**src/rtl/i2c_target.sv**
```systemverilog
// I2C target for 32-bit word transfers: oversampled SCL/SDA, 7-bit address match, byte ACKs.
// Define I2C_TGT_GLITCH_FILTER_EN to add a 3-sample majority filter after the synchronizers.
module i2c_target #(
    parameter int SYNC_STAGES = 2
) (
    input  logic        clk,
    input  logic        rst,
    input  logic [6:0]  own_addr,
    input  logic        scl_i,
    input  logic        sda_i,
    output logic        sda_oe,
    output logic [31:0] rx_data,
    output logic        rx_valid,
    input  logic [31:0] tx_data,
    output logic        tx_req,
    output logic        busy
);
    typedef enum logic [2:0] {
        IDLE, ADDR, ADDR_ACK, WR_BYTE, WR_ACK, RD_BYTE, RD_ACK, IGNORE
    } state_t;

    logic [SYNC_STAGES-1:0] scl_sync, sda_sync;
    logic s_scl, s_sda, scl_q, sda_q;

    always_ff @(posedge clk or posedge rst) begin
        if (rst) begin
            scl_sync <= '1;
            sda_sync <= '1;
        end else begin
            scl_sync <= {scl_sync[SYNC_STAGES-2:0], scl_i};
            sda_sync <= {sda_sync[SYNC_STAGES-2:0], sda_i};
        end
    end

`ifdef I2C_TGT_GLITCH_FILTER_EN
    logic [1:0] scl_hist, sda_hist;
    logic       scl_filt, sda_filt;
    logic       scl_new, sda_new;
    assign scl_new = scl_sync[SYNC_STAGES-1];
    assign sda_new = sda_sync[SYNC_STAGES-1];

    // A level must be seen on two of three consecutive samples, so 1-clk pulses vanish.
    always_ff @(posedge clk or posedge rst) begin
        if (rst) begin
            scl_hist <= '1;
            sda_hist <= '1;
            scl_filt <= 1'b1;
            sda_filt <= 1'b1;
        end else begin
            scl_hist <= {scl_hist[0], scl_new};
            sda_hist <= {sda_hist[0], sda_new};
            scl_filt <= (scl_new & scl_hist[0]) | (scl_new & scl_hist[1]) | (scl_hist[0] & scl_hist[1]);
            sda_filt <= (sda_new & sda_hist[0]) | (sda_new & sda_hist[1]) | (sda_hist[0] & sda_hist[1]);
        end
    end
    assign s_scl = scl_filt;
    assign s_sda = sda_filt;
`else
    assign s_scl = scl_sync[SYNC_STAGES-1];
    assign s_sda = sda_sync[SYNC_STAGES-1];
`endif

    logic start_ev, stop_ev, rise, fall;
    assign start_ev = s_scl & scl_q & sda_q & ~s_sda;
    assign stop_ev  = s_scl & scl_q & ~sda_q & s_sda;
    assign rise     = s_scl & ~scl_q;
    assign fall     = ~s_scl & scl_q;

    state_t      state, state_d;
    logic [3:0]  bit_cnt, bit_cnt_d;
    logic [1:0]  byte_cnt, byte_cnt_d;
    logic [6:0]  shreg, shreg_d;
    logic        rw, rw_d;
    logic [31:0] word, word_d;
    logic [31:0] rx_data_d;
    logic        rx_valid_d, tx_req_d, sda_oe_d;
    logic [7:0]  cur_byte;

    assign cur_byte = {shreg, s_sda};
    assign busy     = (state != IDLE);

    always_ff @(posedge clk or posedge rst) begin
        if (rst) begin
            scl_q    <= 1'b1;
            sda_q    <= 1'b1;
            state    <= IDLE;
            bit_cnt  <= '0;
            byte_cnt <= '0;
            shreg    <= '0;
            rw       <= 1'b0;
            word     <= '0;
            rx_data  <= '0;
            rx_valid <= 1'b0;
            tx_req   <= 1'b0;
            sda_oe   <= 1'b0;
        end else begin
            scl_q    <= s_scl;
            sda_q    <= s_sda;
            state    <= state_d;
            bit_cnt  <= bit_cnt_d;
            byte_cnt <= byte_cnt_d;
            shreg    <= shreg_d;
            rw       <= rw_d;
            word     <= word_d;
            rx_data  <= rx_data_d;
            rx_valid <= rx_valid_d;
            tx_req   <= tx_req_d;
            sda_oe   <= sda_oe_d;
        end
    end

    // bit_cnt counts SCL rises in the 9-clock frame; ACK states use 8/9 to tell the two falls apart.
    always_comb begin
        state_d    = state;
        bit_cnt_d  = bit_cnt;
        byte_cnt_d = byte_cnt;
        shreg_d    = shreg;
        rw_d       = rw;
        word_d     = word;
        rx_data_d  = rx_data;
        rx_valid_d = 1'b0;
        tx_req_d   = 1'b0;
        sda_oe_d   = sda_oe;
        if (start_ev) begin
            state_d    = ADDR;
            bit_cnt_d  = 4'd0;
            byte_cnt_d = 2'd0;
            sda_oe_d   = 1'b0;
        end else if (stop_ev) begin
            state_d  = IDLE;
            sda_oe_d = 1'b0;
        end else begin
            case (state)
                IDLE: ;
                ADDR: if (rise) begin
                    shreg_d   = cur_byte[6:0];
                    bit_cnt_d = bit_cnt + 4'd1;
                    if (bit_cnt == 4'd7) begin
                        if (cur_byte[7:1] == own_addr && own_addr != 7'h00) begin
                            state_d = ADDR_ACK;
                            rw_d    = cur_byte[0];
                            if (cur_byte[0]) begin
                                tx_req_d = 1'b1;
                                word_d   = tx_data;
                            end
                        end else begin
                            state_d = IGNORE;
                        end
                    end
                end
                ADDR_ACK, WR_ACK: begin
                    if (fall) begin
                        if (bit_cnt == 4'd8) begin
                            sda_oe_d = 1'b1;
                        end else begin
                            bit_cnt_d = 4'd0;
                            if (state == ADDR_ACK && rw) begin
                                state_d  = RD_BYTE;
                                sda_oe_d = ~word[31];
                                word_d   = {word[30:0], 1'b0};
                            end else begin
                                state_d  = WR_BYTE;
                                sda_oe_d = 1'b0;
                            end
                        end
                    end else if (rise) begin
                        bit_cnt_d = 4'd9;
                    end
                end
                WR_BYTE: if (rise) begin
                    shreg_d   = cur_byte[6:0];
                    bit_cnt_d = bit_cnt + 4'd1;
                    if (bit_cnt == 4'd7) begin
                        state_d    = WR_ACK;
                        word_d     = {word[23:0], cur_byte};
                        byte_cnt_d = byte_cnt + 2'd1;
                        if (byte_cnt == 2'd3) begin
                            rx_data_d  = {word[23:0], cur_byte};
                            rx_valid_d = 1'b1;
                        end
                    end
                end
                RD_BYTE: begin
                    if (rise) begin
                        bit_cnt_d = bit_cnt + 4'd1;
                    end else if (fall) begin
                        if (bit_cnt == 4'd8) begin
                            state_d  = RD_ACK;
                            sda_oe_d = 1'b0;
                        end else begin
                            sda_oe_d = ~word[31];
                            word_d   = {word[30:0], 1'b0};
                        end
                    end
                end
                RD_ACK: if (rise) begin
                    if (!s_sda) begin
                        state_d    = RD_BYTE;
                        bit_cnt_d  = 4'd0;
                        byte_cnt_d = byte_cnt + 2'd1;
                        if (byte_cnt == 2'd3) begin
                            tx_req_d = 1'b1;
                            word_d   = tx_data;
                        end
                    end else begin
                        state_d  = IGNORE;
                        sda_oe_d = 1'b0;
                    end
                end
                IGNORE: sda_oe_d = 1'b0;
                default: state_d = IDLE;
            endcase
        end
    end
endmodule

```
**config.mk**
```make
export PLATFORM = sky130hd
export DESIGN_NAME = i2c_target
export DESIGN_NICKNAME = d
export VERILOG_FILES = /design/src/rtl/i2c_target.sv
export SDC_FILE = /design/constraint.sdc
export NUM_CORES = 1
export LEC_CHECK = 0
export ABC_CLOCK_PERIOD_IN_PS = 5400
export CAP_MARGIN = 20
export CORE_ASPECT_RATIO = 0.75
export CORE_MARGIN = 3
export CORE_UTILIZATION = 30
export DETAILED_ROUTE_END_ITERATION = 12
export SYNTH_ARGS = -nofsm -noshare
export SYNTH_HDL_FRONTEND = slang
export SYNTH_SLANG_ARGS = --single-unit
```
**constraint.sdc**
```tcl
create_clock -name clk -period 5.4 [get_ports clk]
set_input_delay 1.35 -clock clk [delete_from_list [all_inputs] [get_ports clk]]
set_output_delay 1.35 -clock clk [all_outputs]
set_load 0.02 [all_outputs]
```
==> impl_metrics.toml <==
[routing]
total_iterations_of_the_first_detailed_routing_run = 5
drc = 0
via_count = 4169
route.detailed.wl_per_inst_um = 16.7
starting_drc_count_in_detailed_routing = 284
drtAntennaViolNets = 0
wl_um = 13600
vias_per_cell = 5.10

[finish]
total_nets_final = 622
antennaDiodeCount = 0
layout.filler_cells = 1683
final_core_util_pct = 38.5
final_common_cell = "mux2_2"
top_library_cells_by_usage_in_the_layout_fill_and_taps_aside = "mux2_2, dfrtp_1, clkdlybuf4s50_1"
synthToLayoutAreaGrowth_pct = 23.9
final_design_area_no_fill_mm2 = 0.00656
layout.cells.non_filler = 817
seqCellArea_mm2 = 0.00226
final_layout_size_suffix_gt1_share_pct = 22.5
multiInputGateArea_mm2 = 0.00282

[placement]
numPortBuffers = 78
hpwlAfterDp_um = 9390
dp.cells = 801
post-place-ws_ps = 1430
gp_routability_congestion = 0.863
dpl_cell_area_mm2 = 0.00626

[pwr]
static-leakage-power_nw = 2.84
switching_share_pct = 40.6
vdd.ir_drop.worst_mv = 0.209
total_power_mw = 3.23
p_seq_share_pct = 35.8
cellInternalPower_mw = 1.92
power.combinational.fraction_pct = 44.1
power.net_switching_mw = 1.31
p_per_area_mw_per_mm2 = 492
power.clock.fraction_pct = 20.0

[setup_path]
critPathMaxFanout = 32
cp_slowest_stage_delay_ps = 510
setup.worst_path.end_class = "flip-flop"
timing.critical_path.slowest_stage_cell = "clkdlybuf4s50_1"
worst-endpoint-required_ps = 5630
timing.critical_path.max_delay_family = "compound AO/OA/AOI/OAI gates"
worst-setup-path-type = "in2reg"
crit_path_cell_trace = "clkdlybuf4s50_1 -> nor4_1 -> a211o_1 -> a2111o_1 -> a311oi_4 -> buf_4 -> mux2_2"
critical_path_arrival_ps = 3860
sort_of_element_at_the_start_of_the_critical_path = "input pin"
timing.critical_path.buf_inv = 2

[global_route]
gr-usage-met1_pct = 20.4
global_route_wire_length_before_repair_um = 22200
use_met3_pct = 3.75
grt_antenna_before_repair = 0
gr-usage-all-layers_pct = 14.3
global_route.peak_usage_layer = "met2"
grt_overflow = 0
grt_start_max_net_pins = 67
use_met2_pct = 21.3
first_global_vias = 4103

[clock_tree]
post_cts_resized = 0
cts-root-buf = "clkbuf_16"
ctsHtreeMaxLevel = 3
maximum_buffer_depth_of_the_clock_tree = 2
clock-sinks = 90
post-cts-setup-buffers = 0
cts.reportedPaths.clkPinSlew_ps = 70
clk_latency_worst_skew_pair_ps = 340
cts_tree = "built"
cts_made_buffers = 9
postCtsHoldBufs = 0

[sta]
achievable-frequency_mhz = 275
tightest_slew_ps = 850
hold_worst_slack_ps = 358
setup-tns-final_ps = 0
clock_skew_ps = 5.19
finalWorstPathRequiredPeriod_ps = 3630
report.final.setup_viol = 0
layout_worst_path_cycle_share_pct = 67.2
report.final.hold_viol_count = 0
drv_slew = 0
grt_setup_unrepaired = "no"
final_critical_path_setup_slack_ps = 1770
slew_headroom_pct = 43.4

[synth]
count_of_flip_flops_with_a_built_in_enable_after_synthesis = 0
syn-num-nets = 563
postSynthRegisterBits = 90
postSynthCellCount = 517
syn_area_per_cell_um2 = 10.2
ys_warn_count = 0
synth_sequential_area_ratio_pct = 42.7
async_reset_ff_share_pct = 100
synthFlopType = "dfrtp_1"
synth.distinct_cells = 53
synth_area_mm2 = 0.00529

[outcome]
outcome = "finished, final reports clean"

[floorplan]
floorplan.rows = 41
chipHeight_um = 121
die_area_mm2 = 0.0193
boundaryPins = 79
coreArea_mm2 = 0.0170
die_w_um = 159
initial_core_util_pct = 31.1

[worst_hold_path]
min-delay-path-class = "reg2reg"

[flow_run]
drv.max_cap_violation_count = 0
-- kinds of logic (layout without fill, tap and decap cells) --
family          count (synthesis)  in the layout  synth area share (%)
mux                           131            131                  27.0
compound gates                115            115                  12.8
flops                          90             90                  42.7
buf+inv                        49            113                  4.16
fa+ha+maj                       5              5                  1.09
simple gates                  118            118                  10.8
xor+xnor                        9              9                  1.49
-- worst reg2reg max path, cell delays in order, from the launching register on --
cell,delay (ps)
dfrtp_2,670
nand4bb_1,720
nor3_4,890
buf_4,420
mux2_2,380
-- registers in the layout (all words and copies together), names as in the netlist, 2 cells and up --
signal and count:
bit_cnt 4, byte_cnt 2, rx_data 32, scl_sync 2, sda_sync 2, shreg 7, state 3, word 32
-- synthesized netlist by cell type (2+ instances only) --
cell	count	area, µm²
mux2_2	94	1060
dfrtp_1	84	2100
o21ai_0	45	225
nand2_1	44	165
a21oi_1	42	210
mux2i_1	35	350
nor2_1	33	124
clkbuf_1	17	63.8
inv_1	12	45.0
buf_2	11	55.1
buf_1	6	22.5
dfstp_2	6	158
o211ai_1	6	45.0
nand2b_1	5	31.3
nand3b_1	5	37.5
xor2_1	5	43.8
nand3_1	4	20.0
nor3_1	4	20.0
o22ai_1	4	25.0
xnor2_1	4	35.0
buf_6	3	33.8
ha_1	3	37.5
nand4b_1	3	26.3
nor2b_1	3	18.8
o21a_1	3	22.5
and2_0	2	12.5
and3_1	2	12.5
maj3_1	2	20.0
mux2_1	2	22.5
nand4_1	2	12.5
nand4bb_1	2	22.5
nor4_1	2	12.5
o311ai_0	2	17.5
-- layer usage --
metal	vias up	wire [µm]
li1	1983	-
met1	2027	6530
met2	137	5950
met3	22	907
met4	0	253
met5	-	0
-- path summary, 6_finish.rpt --
path	slack (ps)	from	to	cells after the start
setup reg to reg	2210	state[2]$_DFFE_PP0P_	rx_data[18]$_DFFE_PP0P_	4
min in group asynchronous	1330	rst	word[28]$_DFFE_PP0P_	2
hold reg to reg	360	sda_sync[0]$_DFF_PP1_	sda_sync[1]$_DFF_PP1_	0
hold / removal	360	sda_sync[0]$_DFF_PP1_	sda_sync[1]$_DFF_PP1_	0
setup / recovery	1770	own_addr[0]	word[16]$_DFFE_PP0P_	7
max in group asynchronous	2830	rst	state[0]$_DFFE_PP0P_	3
-- power by group through the flow --
stage	Sequential [mW]	Combinational (mW)	Clock, mW
2_1_floorplan	0.986	1.27	0
3_3_place_gp	1.16	1.38	0
3_5_place_dp	1.17	1.42	0
4_1_cts	1.15	1.43	0.666
5_1_grt	1.19	1.60	0.689
6_report	1.16	1.43	0.647
-- area by class of cell --
type                            instances  area share (%)
Clock buffer                            9            3.43
Clock inverter                          7            1.18
Inverter                               12           0.706
Multi-Input combinational cell        378            43.0
Sequential cell                        90            34.5
Tap cell                              236            4.50
Timing Repair Buffer                   85            12.7
Note: power is estimated with default switching activity, not from simulation.
